[src/rtl/serial_subtractor_16_pkg.sv]
// ---------------------------------------------------------------------------
// serial_sub_pkg
// Shared definitions for the nibble-serial subtractor:
//   NIBBLE_W    - width of one arithmetic slice (4 bits)
//   state_t     - 2-bit controller state encoding (IDLE / RUN / DONE)
//   cnt_width() - slice counter width for a given slice count, never below 1
// ---------------------------------------------------------------------------
package serial_sub_pkg;

    localparam int NIBBLE_W = 4;

    typedef enum logic [1:0] {
        ST_IDLE = 2'd0,
        ST_RUN  = 2'd1,
        ST_DONE = 2'd2
    } state_t;

    // A single-slice build still needs a 1-bit counter to keep ports legal.
    function automatic int cnt_width(input int n);
        return (n <= 1) ? 1 : $clog2(n);
    endfunction

endpackage

[src/rtl/serial_subtractor_16_if.sv]
// ---------------------------------------------------------------------------
// serial_subtractor_16_if
// Request/result bundle of the serial subtractor.
//   start      - request, honoured only while the engine is idle
//   a, b       - minuend / subtrahend, captured on the accepting edge
//   busy       - high while slices are being processed
//   done       - one-cycle pulse when d/bout carry a new result
//   d, bout    - registered difference (mod 2^W) and final borrow
// master: the requester (controller / testbench); slave: the subtractor.
// ---------------------------------------------------------------------------
interface serial_subtractor_16_if #(
    parameter int NIBBLES = 4
);
    localparam int W = 4 * NIBBLES;

    logic         start;
    logic [W-1:0] a;
    logic [W-1:0] b;
    logic         busy;
    logic         done;
    logic [W-1:0] d;
    logic         bout;

    modport master (
        output start, a, b,
        input  busy, done, d, bout
    );

    modport slave (
        input  start, a, b,
        output busy, done, d, bout
    );
endinterface

[src/rtl/serial_subtractor_16_nibble_sub_bin.sv]
// ---------------------------------------------------------------------------
// nibble_sub_bin
// Combinational 4-bit subtract slice with borrow-in: {bout, d} = a - b - bin.
//   a, b  in  4  operand nibbles
//   bin   in  1  borrow from the next lower slice
//   d     out 4  difference nibble
//   bout  out 1  borrow to the next higher slice
// ---------------------------------------------------------------------------
module nibble_sub_bin
    import serial_sub_pkg::*;
(
    input  logic [NIBBLE_W-1:0] a,
    input  logic [NIBBLE_W-1:0] b,
    input  logic                bin,
    output logic [NIBBLE_W-1:0] d,
    output logic                bout
);
    // Zero-extended subtraction: the extra MSB goes to 1 exactly when the
    // unsigned result underflows, which is the borrow out.
    logic [NIBBLE_W:0] diff;

    assign diff = {1'b0, a} - {1'b0, b} - {{NIBBLE_W{1'b0}}, bin};
    assign d    = diff[NIBBLE_W-1:0];
    assign bout = diff[NIBBLE_W];
endmodule

[src/rtl/serial_subtractor_16.sv]
// ---------------------------------------------------------------------------
// serial_subtractor_16
// Computes d = a - b on 4*NIBBLES-bit unsigned operands, one nibble per clock,
// least significant nibble first, with a registered borrow between slices.
//   clk   in  rising-edge clock
//   rst   in  asynchronous active-high reset (aborts any operation)
//   bus   slave side of serial_subtractor_16_if (start/a/b in,
//         busy/done/d/bout out)
// Accept on edge t; slice k on edge t+1+k; d/bout written and done raised on
// edge t+NIBBLES; back in IDLE one cycle later.
// ---------------------------------------------------------------------------
module serial_subtractor_16
    import serial_sub_pkg::*;
#(
    parameter int NIBBLES = 4
) (
    input  logic                   clk,
    input  logic                   rst,
    serial_subtractor_16_if.slave  bus
);
    localparam int W  = NIBBLE_W * NIBBLES;
    localparam int CW = cnt_width(NIBBLES);
    localparam logic [CW-1:0] K_LAST = CW'(NIBBLES - 1);

    state_t         state_reg, state_next;

    logic [W-1:0]   a_reg, b_reg;
    logic [W-1:0]   work_reg, work_next;
    logic [W-1:0]   d_reg;
    logic           bout_reg;
    logic [CW-1:0]  k_reg;
    logic           bq_reg;

    logic           accept, run, last;
    logic           busy_c, done_c;

    // ---------------- controller ----------------
    always_ff @(posedge clk or posedge rst) begin
        if (rst) begin
            state_reg <= ST_IDLE;
        end else begin
            state_reg <= state_next;
        end
    end

    always_comb begin
        state_next = state_reg;
        accept     = 1'b0;
        run        = 1'b0;
        last       = 1'b0;
        busy_c     = 1'b0;
        done_c     = 1'b0;
        case (state_reg)
            ST_IDLE: begin
                if (bus.start) begin
                    accept     = 1'b1;
                    state_next = ST_RUN;
                end
            end
            ST_RUN: begin
                busy_c = 1'b1;
                run    = 1'b1;
                if (k_reg == K_LAST) begin
                    last       = 1'b1;
                    state_next = ST_DONE;
                end
            end
            ST_DONE: begin
                done_c     = 1'b1;
                state_next = ST_IDLE;
            end
            default: begin
                state_next = ST_IDLE;
            end
        endcase
    end

    // ---------------- slice select ----------------
    logic [NIBBLE_W-1:0] a_nib [NIBBLES];
    logic [NIBBLE_W-1:0] b_nib [NIBBLES];
    logic [NIBBLE_W-1:0] a_sel, b_sel;
    logic [NIBBLE_W-1:0] slice_d;
    logic                slice_bout;

    generate
        for (genvar gi = 0; gi < NIBBLES; gi++) begin : g_nib
            assign a_nib[gi] = a_reg[gi*NIBBLE_W +: NIBBLE_W];
            assign b_nib[gi] = b_reg[gi*NIBBLE_W +: NIBBLE_W];
        end
    endgenerate

    // Compare-based mux keeps out-of-range counter values harmless when
    // NIBBLES is not a power of two.
    always_comb begin
        a_sel = '0;
        b_sel = '0;
        for (int i = 0; i < NIBBLES; i++) begin
            if (k_reg == CW'(i)) begin
                a_sel = a_nib[i];
                b_sel = b_nib[i];
            end
        end
    end

    nibble_sub_bin u_slice (
        .a    (a_sel),
        .b    (b_sel),
        .bin  (bq_reg),
        .d    (slice_d),
        .bout (slice_bout)
    );

    // Working result with the current slice already merged in, so the final
    // edge can copy a complete word straight into d_reg.
    generate
        for (genvar gi = 0; gi < NIBBLES; gi++) begin : g_work
            assign work_next[gi*NIBBLE_W +: NIBBLE_W] =
                (k_reg == CW'(gi)) ? slice_d : work_reg[gi*NIBBLE_W +: NIBBLE_W];
        end
    endgenerate

    // ---------------- datapath registers ----------------
    always_ff @(posedge clk or posedge rst) begin
        if (rst) begin
            a_reg    <= '0;
            b_reg    <= '0;
            work_reg <= '0;
            d_reg    <= '0;
            bout_reg <= 1'b0;
            k_reg    <= '0;
            bq_reg   <= 1'b0;
        end else if (accept) begin
            a_reg    <= bus.a;
            b_reg    <= bus.b;
            work_reg <= '0;
            k_reg    <= '0;
            bq_reg   <= 1'b0;
        end else if (run) begin
            work_reg <= work_next;
            bq_reg   <= slice_bout;
            k_reg    <= k_reg + CW'(1);
            // Outputs only move here, so partial results never show.
            if (last) begin
                d_reg    <= work_next;
                bout_reg <= slice_bout;
            end
        end
    end

    assign bus.busy = busy_c;
    assign bus.done = done_c;
    assign bus.d    = d_reg;
    assign bus.bout = bout_reg;

endmodule
[src/flat_wrapper.sv]
// flat-port wrapper written by rule: the top's interface ports become plain ports
module serial_subtractor_16_flat import serial_sub_pkg::*;
#(
    parameter int NIBBLES = 4
)
  (clk, rst, bus_start, bus_a, bus_b, bus_busy, bus_done, bus_d, bus_bout);
  serial_subtractor_16_if #(.NIBBLES(NIBBLES)) bus_i ();
  input  logic clk;
  input  logic rst;
  input wire logic [$bits(bus_i.start)-1:0] bus_start;
  input wire logic [$bits(bus_i.a)-1:0] bus_a;
  input wire logic [$bits(bus_i.b)-1:0] bus_b;
  output wire logic [$bits(bus_i.busy)-1:0] bus_busy;
  output wire logic [$bits(bus_i.done)-1:0] bus_done;
  output wire logic [$bits(bus_i.d)-1:0] bus_d;
  output wire logic [$bits(bus_i.bout)-1:0] bus_bout;
  assign bus_i.start = bus_start;
  assign bus_i.a = bus_a;
  assign bus_i.b = bus_b;
  assign bus_busy = bus_i.busy;
  assign bus_done = bus_i.done;
  assign bus_d = bus_i.d;
  assign bus_bout = bus_i.bout;
  serial_subtractor_16 #(.NIBBLES(NIBBLES)) u_core (.clk(clk), .rst(rst), .bus(bus_i));
endmodule
[config.mk]
export PLATFORM = sky130hd
export DESIGN_NAME = serial_subtractor_16_flat
export DESIGN_NICKNAME = d
export VERILOG_FILES = /design/src/rtl/serial_subtractor_16_pkg.sv /design/src/rtl/serial_subtractor_16_if.sv /design/src/rtl/serial_subtractor_16_nibble_sub_bin.sv /design/src/rtl/serial_subtractor_16.sv /design/src/flat_wrapper.sv
export SDC_FILE = /design/constraint.sdc
export NUM_CORES = 1
export LEC_CHECK = 0
export BUFFER_PORTS_ARGS = -buffer_cell sky130_fd_sc_hd__buf_2
export CORE_MARGIN = 5
export CORE_UTILIZATION = 40
export CTS_BUF_LIST = sky130_fd_sc_hd__clkbuf_16
export CTS_CLUSTER_DIAMETER = 200
export CTS_CLUSTER_SIZE = 20
export DETAILED_ROUTE_END_ITERATION = 8
export GPL_ROUTABILITY_DRIVEN = 0
export PLACE_DENSITY_LB_ADDON = 0.25
export SYNTH_ARGS = -nofsm -noshare
export SYNTH_HDL_FRONTEND = slang
export SYNTH_HIERARCHICAL = 1
export SYNTH_SLANG_ARGS = --single-unit
[constraint.sdc]
create_clock -name clk -period 6.33 [get_ports clk]
set_input_delay 0.3165 -clock clk [delete_from_list [all_inputs] [get_ports clk]]
set_output_delay 0.3165 -clock clk [all_outputs]
set_load 0.02 [all_outputs]
## After elaboration in Yosys (flattened, before gate mapping)

Index checks and enable logic that the tools add are counted.
W data, S select, Z words.

| storage, ports and cells | value |
|---|---|
| output and inout bits | 19 |
| word-level logic and storage cells | 51 |
| register bits | 70 |
| input port bits | 35 |

| cells by class | value |
|---|---|
| equality and inequality tests | 7 |
| bitwise operators | 1 |
| reductions and logical operators | 5 |
| muxes and demuxes | 27 |
| $add $sub $neg | 3 |

Operators with widths:

| cell | number |
|---|---|
| $mux W4 | 12 |
| $mux W16 | 2 |
| $mux W1 | 8 |
| $mux W2 | 4 |
| $eq A2 B2 Y1 const B | 3 |
| $sub A4 B4 Y5 | 1 |
| $sub A5 B1 Y5 | 1 |
| $eq A2 B1 Y1 const B | 2 |
| $logic_not A2 Y1 | 2 |
| $pmux W2 S2 | 1 |
| $reduce_and A3 Y1 | 1 |
| $add A2 B1 Y2 const B | 1 |
| $ne A2 B1 Y1 const B | 1 |
| $ne A2 B2 Y1 const B | 1 |
| $reduce_and A2 Y1 | 1 |
| $reduce_bool A2 Y1 | 1 |
| $not A1 Y1 | 1 |

## Logic depth before layout (Yosys ltp)

| depth | value |
|---|---|
| depth after elaboration | 10 |
| gate-level depth with buffers | 17 |

## Cells and area by module

Netlist, hierarchy kept.

By module, submodules not included:

| module | instances | cells each | area an instance (um^2) |
|---|---|---|---|
| serial_subtractor_16 | 1 | 264 | 3,085.5 |
| nibble_sub_bin | 1 | 24 | 207.7 |

## Worst setup path before layout

OpenSTA, ideal clock, no wires.

| path | value |
|---|---|
| kind | flip-flop to flip-flop |
| start point | register u_core.k_reg[0] |
| end point | register u_core.work_reg[3] |
| required time | 6.204 ns |
| library setup time | 0.126 ns |
| cell stages (with the launch flop) | 15 |
| path slack | 3.313 ns |
| arrival time | 2.891 ns |
| cells stage by stage | dfrtp_1 inv_1 ha_1 buf_2 nor2_1 a21oi_1 fa_1 inv_1 ha_1 o21ai_0 nand3b_1 xor2_1 nand2b_1 nor2_1 a221o_1 |

| on the way | value |
|---|---|
| word-level cells in the longest chain between the ends | 10 |
| elaborated cells between the ends (all ways) | 17 |
| those cells by class | add/sub (2); eq/ne (3); mux (11); reduce/logical (1) |

Ends and longest elaborated chain:

| what | line | RTL |
|---|---|---|
| start, declared | serial_subtractor_16.sv:31 | `logic [CW-1:0] k_reg;` |
| start signal, assigned | serial_subtractor_16.sv:141 | `k_reg <= k_reg + CW'(1);` |
| $logic_not A2 Y1 | serial_subtractor_16.sv:98 | `if (k_reg == CW'(i)) begin` |
| $mux W4 (3 in series) | serial_subtractor_16.sv:98 |  |
| $mux W4 * | serial_subtractor_16.sv:98 |  |
| net u_core.a_sel[0] | serial_subtractor_16.sv:81 | `logic [NIBBLE_W-1:0] a_sel, b_sel;` |
| $sub A4 B4 Y5 * | serial_subtractor_16_nibble_sub_bin.sv:22 | `assign diff = {1'b0, a} - {1'b0, b} - {{NIBBLE_W{1'b0}}, bin};` |
| $sub A5 B1 Y5 * | serial_subtractor_16_nibble_sub_bin.sv:22 |  |
| net u_core.slice_d[3] | serial_subtractor_16.sv:82 | `logic [NIBBLE_W-1:0] slice_d;` |
| $mux W4 * | serial_subtractor_16.sv:118 | `(k_reg == CW'(gi)) ? slice_d : work_reg[gi*NIBBLE_W +: NIBBLE_W];` |
| $mux W16 * | serial_subtractor_16.sv:138 | `end else if (run) begin` |
| $mux W16 * | serial_subtractor_16.sv:132 | `end else if (accept) begin` |
| end signal, assigned | serial_subtractor_16.sv:139 | `work_reg <= work_next;` |
| end, declared | serial_subtractor_16.sv:28 | `logic [W-1:0] work_reg, work_next;` |

Mark *: on every way through the listed nets, which the timed path passes. The rest lies on a longest branch. The select of a mux whose other input is x is not followed.
A chain may end at the register's enable or synchronous reset.

## Worst setup path after layout

| path | value |
|---|---|
| start point | register u_core.k_reg[1] |
| end point | register u_core.work_reg[3] |

| on the way | value |
|---|---|
| word-level cells in the longest chain between the ends | 10 |
| elaborated cells between the ends (all ways) | 17 |
| those cells by class | add/sub (2); eq/ne (3); mux (11); reduce/logical (1) |

Ends and longest elaborated chain:

| what | line |
|---|---|
| $logic_not A2 Y1 | serial_subtractor_16.sv:98 |
| $mux W4 (3 in series) | serial_subtractor_16.sv:98 |
| $mux W4 * | serial_subtractor_16.sv:98 |
| net u_core.b_sel[0] | serial_subtractor_16.sv:81 |
| $sub A4 B4 Y5 * | serial_subtractor_16_nibble_sub_bin.sv:22 |
| $sub A5 B1 Y5 * | serial_subtractor_16_nibble_sub_bin.sv:22 |
| net u_core.slice_d[3] | serial_subtractor_16.sv:82 |
| $mux W4 * | serial_subtractor_16.sv:118 |
| $mux W16 * | serial_subtractor_16.sv:138 |
| $mux W16 * | serial_subtractor_16.sv:132 |

Marks and branches as above.

==> reports/metrics.yaml <==
floorplan:
  die-area_um2: 10100
  io_pins: 54
  rows: 33
  fp.dieH_um: 101
  initial_utilization_pct: 40.5
  die_w_um: 101
  fp.coreArea_um2: 8130
critical_path:
  cpMaxStageDelayCell: "fa_1"
  r2r_start: "u_core/k_reg[1]"
  cp_common_cell: "inv_1"
  cp.required_ns: 6.59
  crit_type: "register to register"
  setup.worst_path.start_class: "register"
  cp_max_fo: 19
  max_stage_delay_ns: 0.54
  crit_path_end_kind: "register"
  crit_start: "u_core/k_reg[1]"
  worstPathArrival_ns: 4.05
  worstPathCellList: "inv_1 -> ha_1 -> nor2b_1 -> a22oi_1 -> a21oi_1 -> inv_1 -> fa_1 -> inv_1 -> ha_1 -> o21ai_0 -> nand3b_1 -> xor2_1 -> nand2b_1 -> nor2_1 -> a221o_1"
place:
  place_inst: 432
  dpl-instance-area_um2: 3580
  dp.final_hpwl_mm: 5.01
  portBuffers: 53
drt:
  post_drt_wl_per_cell_um: 15.4
  detail_route.first_pass.iterations: 4
  drc: 0
  routed_wl_mm: 6.90
  ant_nets: 0
  first_iter_violations: 77
  vias: 2284
  viasPerCell: 5.10
grt:
  grtUsageTotal_pct: 15.0
  grt_start_max_net_pins: 67
  grt_pass1_wl_mm: 11.7
  grt_pass1_vias: 2351
  grt.overflow.total: 0
  antenna_found_initial: 0
yosys:
  yosys-top-cells-area: "dfrtp_1, mux2_4, nand2_1, ha_1, a221o_1"
  yosys_warnings: 6
  ys_types: 31
  syn-instance-count: 288
  synth_edf_count: 0
  synth_most_common_cell: "dfrtp_1"
  synth_area_leader_cell: "dfrtp_1"
  synth.mux.area_fraction_pct: 12.9
  synth_fa_ha_area_share_pct: 5.02
  synth_xor_area_share_pct: 1.06
  yosys.area_share.simple_pct: 11.5
  syn_area_um2: 3290
  ys.flop_type: "dfrtp_1"
  synthTopCellsByCount: "dfrtp_1, nand2_1, mux2_4"
  async_flop_share_pct: 100
  synth_seq_area_share_pct: 50.2
  synth_top_area_share_pct: 50.2
  synth_top_family_by_area: "compound AO/OA/AOI/OAI gates"
  avgSynthCellArea_um2: 11.4
  synth_nets: 335
  ys_ff_latch: 66
  synth_compound_area_share_pct: 13.5
timing:
  hold_violations: 0
  rsz0062_at_grt: "false"
  period_share_pct: 59.8
  worstMarginPinSlew_ns: 0.961
  clock_skew_ns: 0.00433
  relSlewSlack_pct: 35.7
  fmaxAchievable_mhz: 264
  drv_slew: 0
  tns_ns: 0
  hold-worst-slack_ns: 0.200
  setup_viol_count_final: 0
  period_needed_ns: 3.78
min_path:
  hold_path.class: "input port to register"
  hp-start: "bus_a[15]"
finish:
  multi_input_area_um2: 1450
  fin_cells: 448
  diodes: 0
  areaGrowthSynthToFinish_pct: 16.3
  fillerInstances: 757
  seqCellArea_um2: 1650
  nNetsFinal: 385
  final_area_um2: 3830
  layout-drive-gt1-share_pct: 29.7
cts:
  clk_latency_ns: 0.33
  post_cts_resized: 0
  post_cts_buffers: 0
  htreeDepth: 3
  cts_hold_buffers: 0
  cts.path.max_buffers: 2
  cts-root-buf: "clkbuf_16"
  numCtsBuffers: 9
  cts_tree: "done"
  cts_sinks: 66
  clkTransAtPathRegs_ns: 0.05
run_status:
  status: "finished, final reports clean"
run:
  cap_viol_max_count: 0
==> cell type report <==
type / instances / area share [%]
well taps: 105 / 3.43
flip-flops and latches: 66 / 43.1
inverters: 16 / 1.57
clock inverters: 7 / 0.751
repair buffers: 55 / 7.32
multi-input cells: 190 / 37.9
clock buffers: 9 / 5.88
==> stage by stage <==
step           utilization, %  worst slack (ns)
2_1_floorplan               -              3.31
3_3_place_gp             44.0              2.59
3_5_place_dp             44.0              2.54
4_1_cts                  47.1              2.50
5_1_grt                  47.1              2.22
6_report                 47.1              2.55
==> worst paths after layout <==
| kind | to | slack (ns) | cells past startpoint |
|---|---|---|---|
| setup / recovery | u_core/work_reg[3] | 2.55 | 15 |
| hold / removal | u_core/a_reg[15] | 0.20 | 3 |
| setup reg to reg | u_core/work_reg[3] | 2.55 | 15 |
| hold reg to reg | u_core/bus.d[5] | 0.47 | 2 |
| max in group asynchronous | u_core/b_reg[4] | 5.57 | 3 |
| min in group asynchronous | u_core/bus.d[7] | 0.21 | 3 |
==> cell usage in the layout, fill, tap and decap left out, drive strengths merged <==
cell,count
o22ai,5
mux2,30
nand2,37
a21oi,18
clkinv,5
a21o,1
dfrtp,66
nand2b,7
or3b,1
nor2b,14
fa,2
a22oi,7
inv,18
nor2,13
o31ai,1
ha,10
a221oi,2
a221o,12
nor3b,3
nand3b,3
a31oi,1
o21ai,18
clkbuf,9
xor2,4
o21bai,1
buf,55
==> routing by layer <==
layer  up-vias  wire length (um)  track usage (%)
li1       1106                 -                -
met1      1097              3180             19.6
met2        75              3130             22.5
met3         6               500             4.71
met4         0                87             7.15
met5         -                 0                0
==> critical path, delay by kind of cell, from the launching register on <==
family	cells	cell delay, ns
flip-flops	1	0.37
adder cells (fa/ha/maj)	3	1.13
buffers and inverters	3	0.21
XOR/XNOR	1	0.45
AND/OR/NAND/NOR	4	0.97
AO/OA/AOI/OAI	4	0.59
==> logic make-up (layout without fill, tap and decap cells) <==
family	after synthesis	in the layout
and+or+nand+nor	78	78
buffers and inverters	32	87
DFF	66	66
xor gates and xnor gates	4	4
muxes	30	30
adders and majority gates	12	12
AOI/OAI and AO/OA	66	66
Power is left out: the tool's default activity adds up to more than one toggle a clock period on the data nets, which glitch-free logic cannot reach.
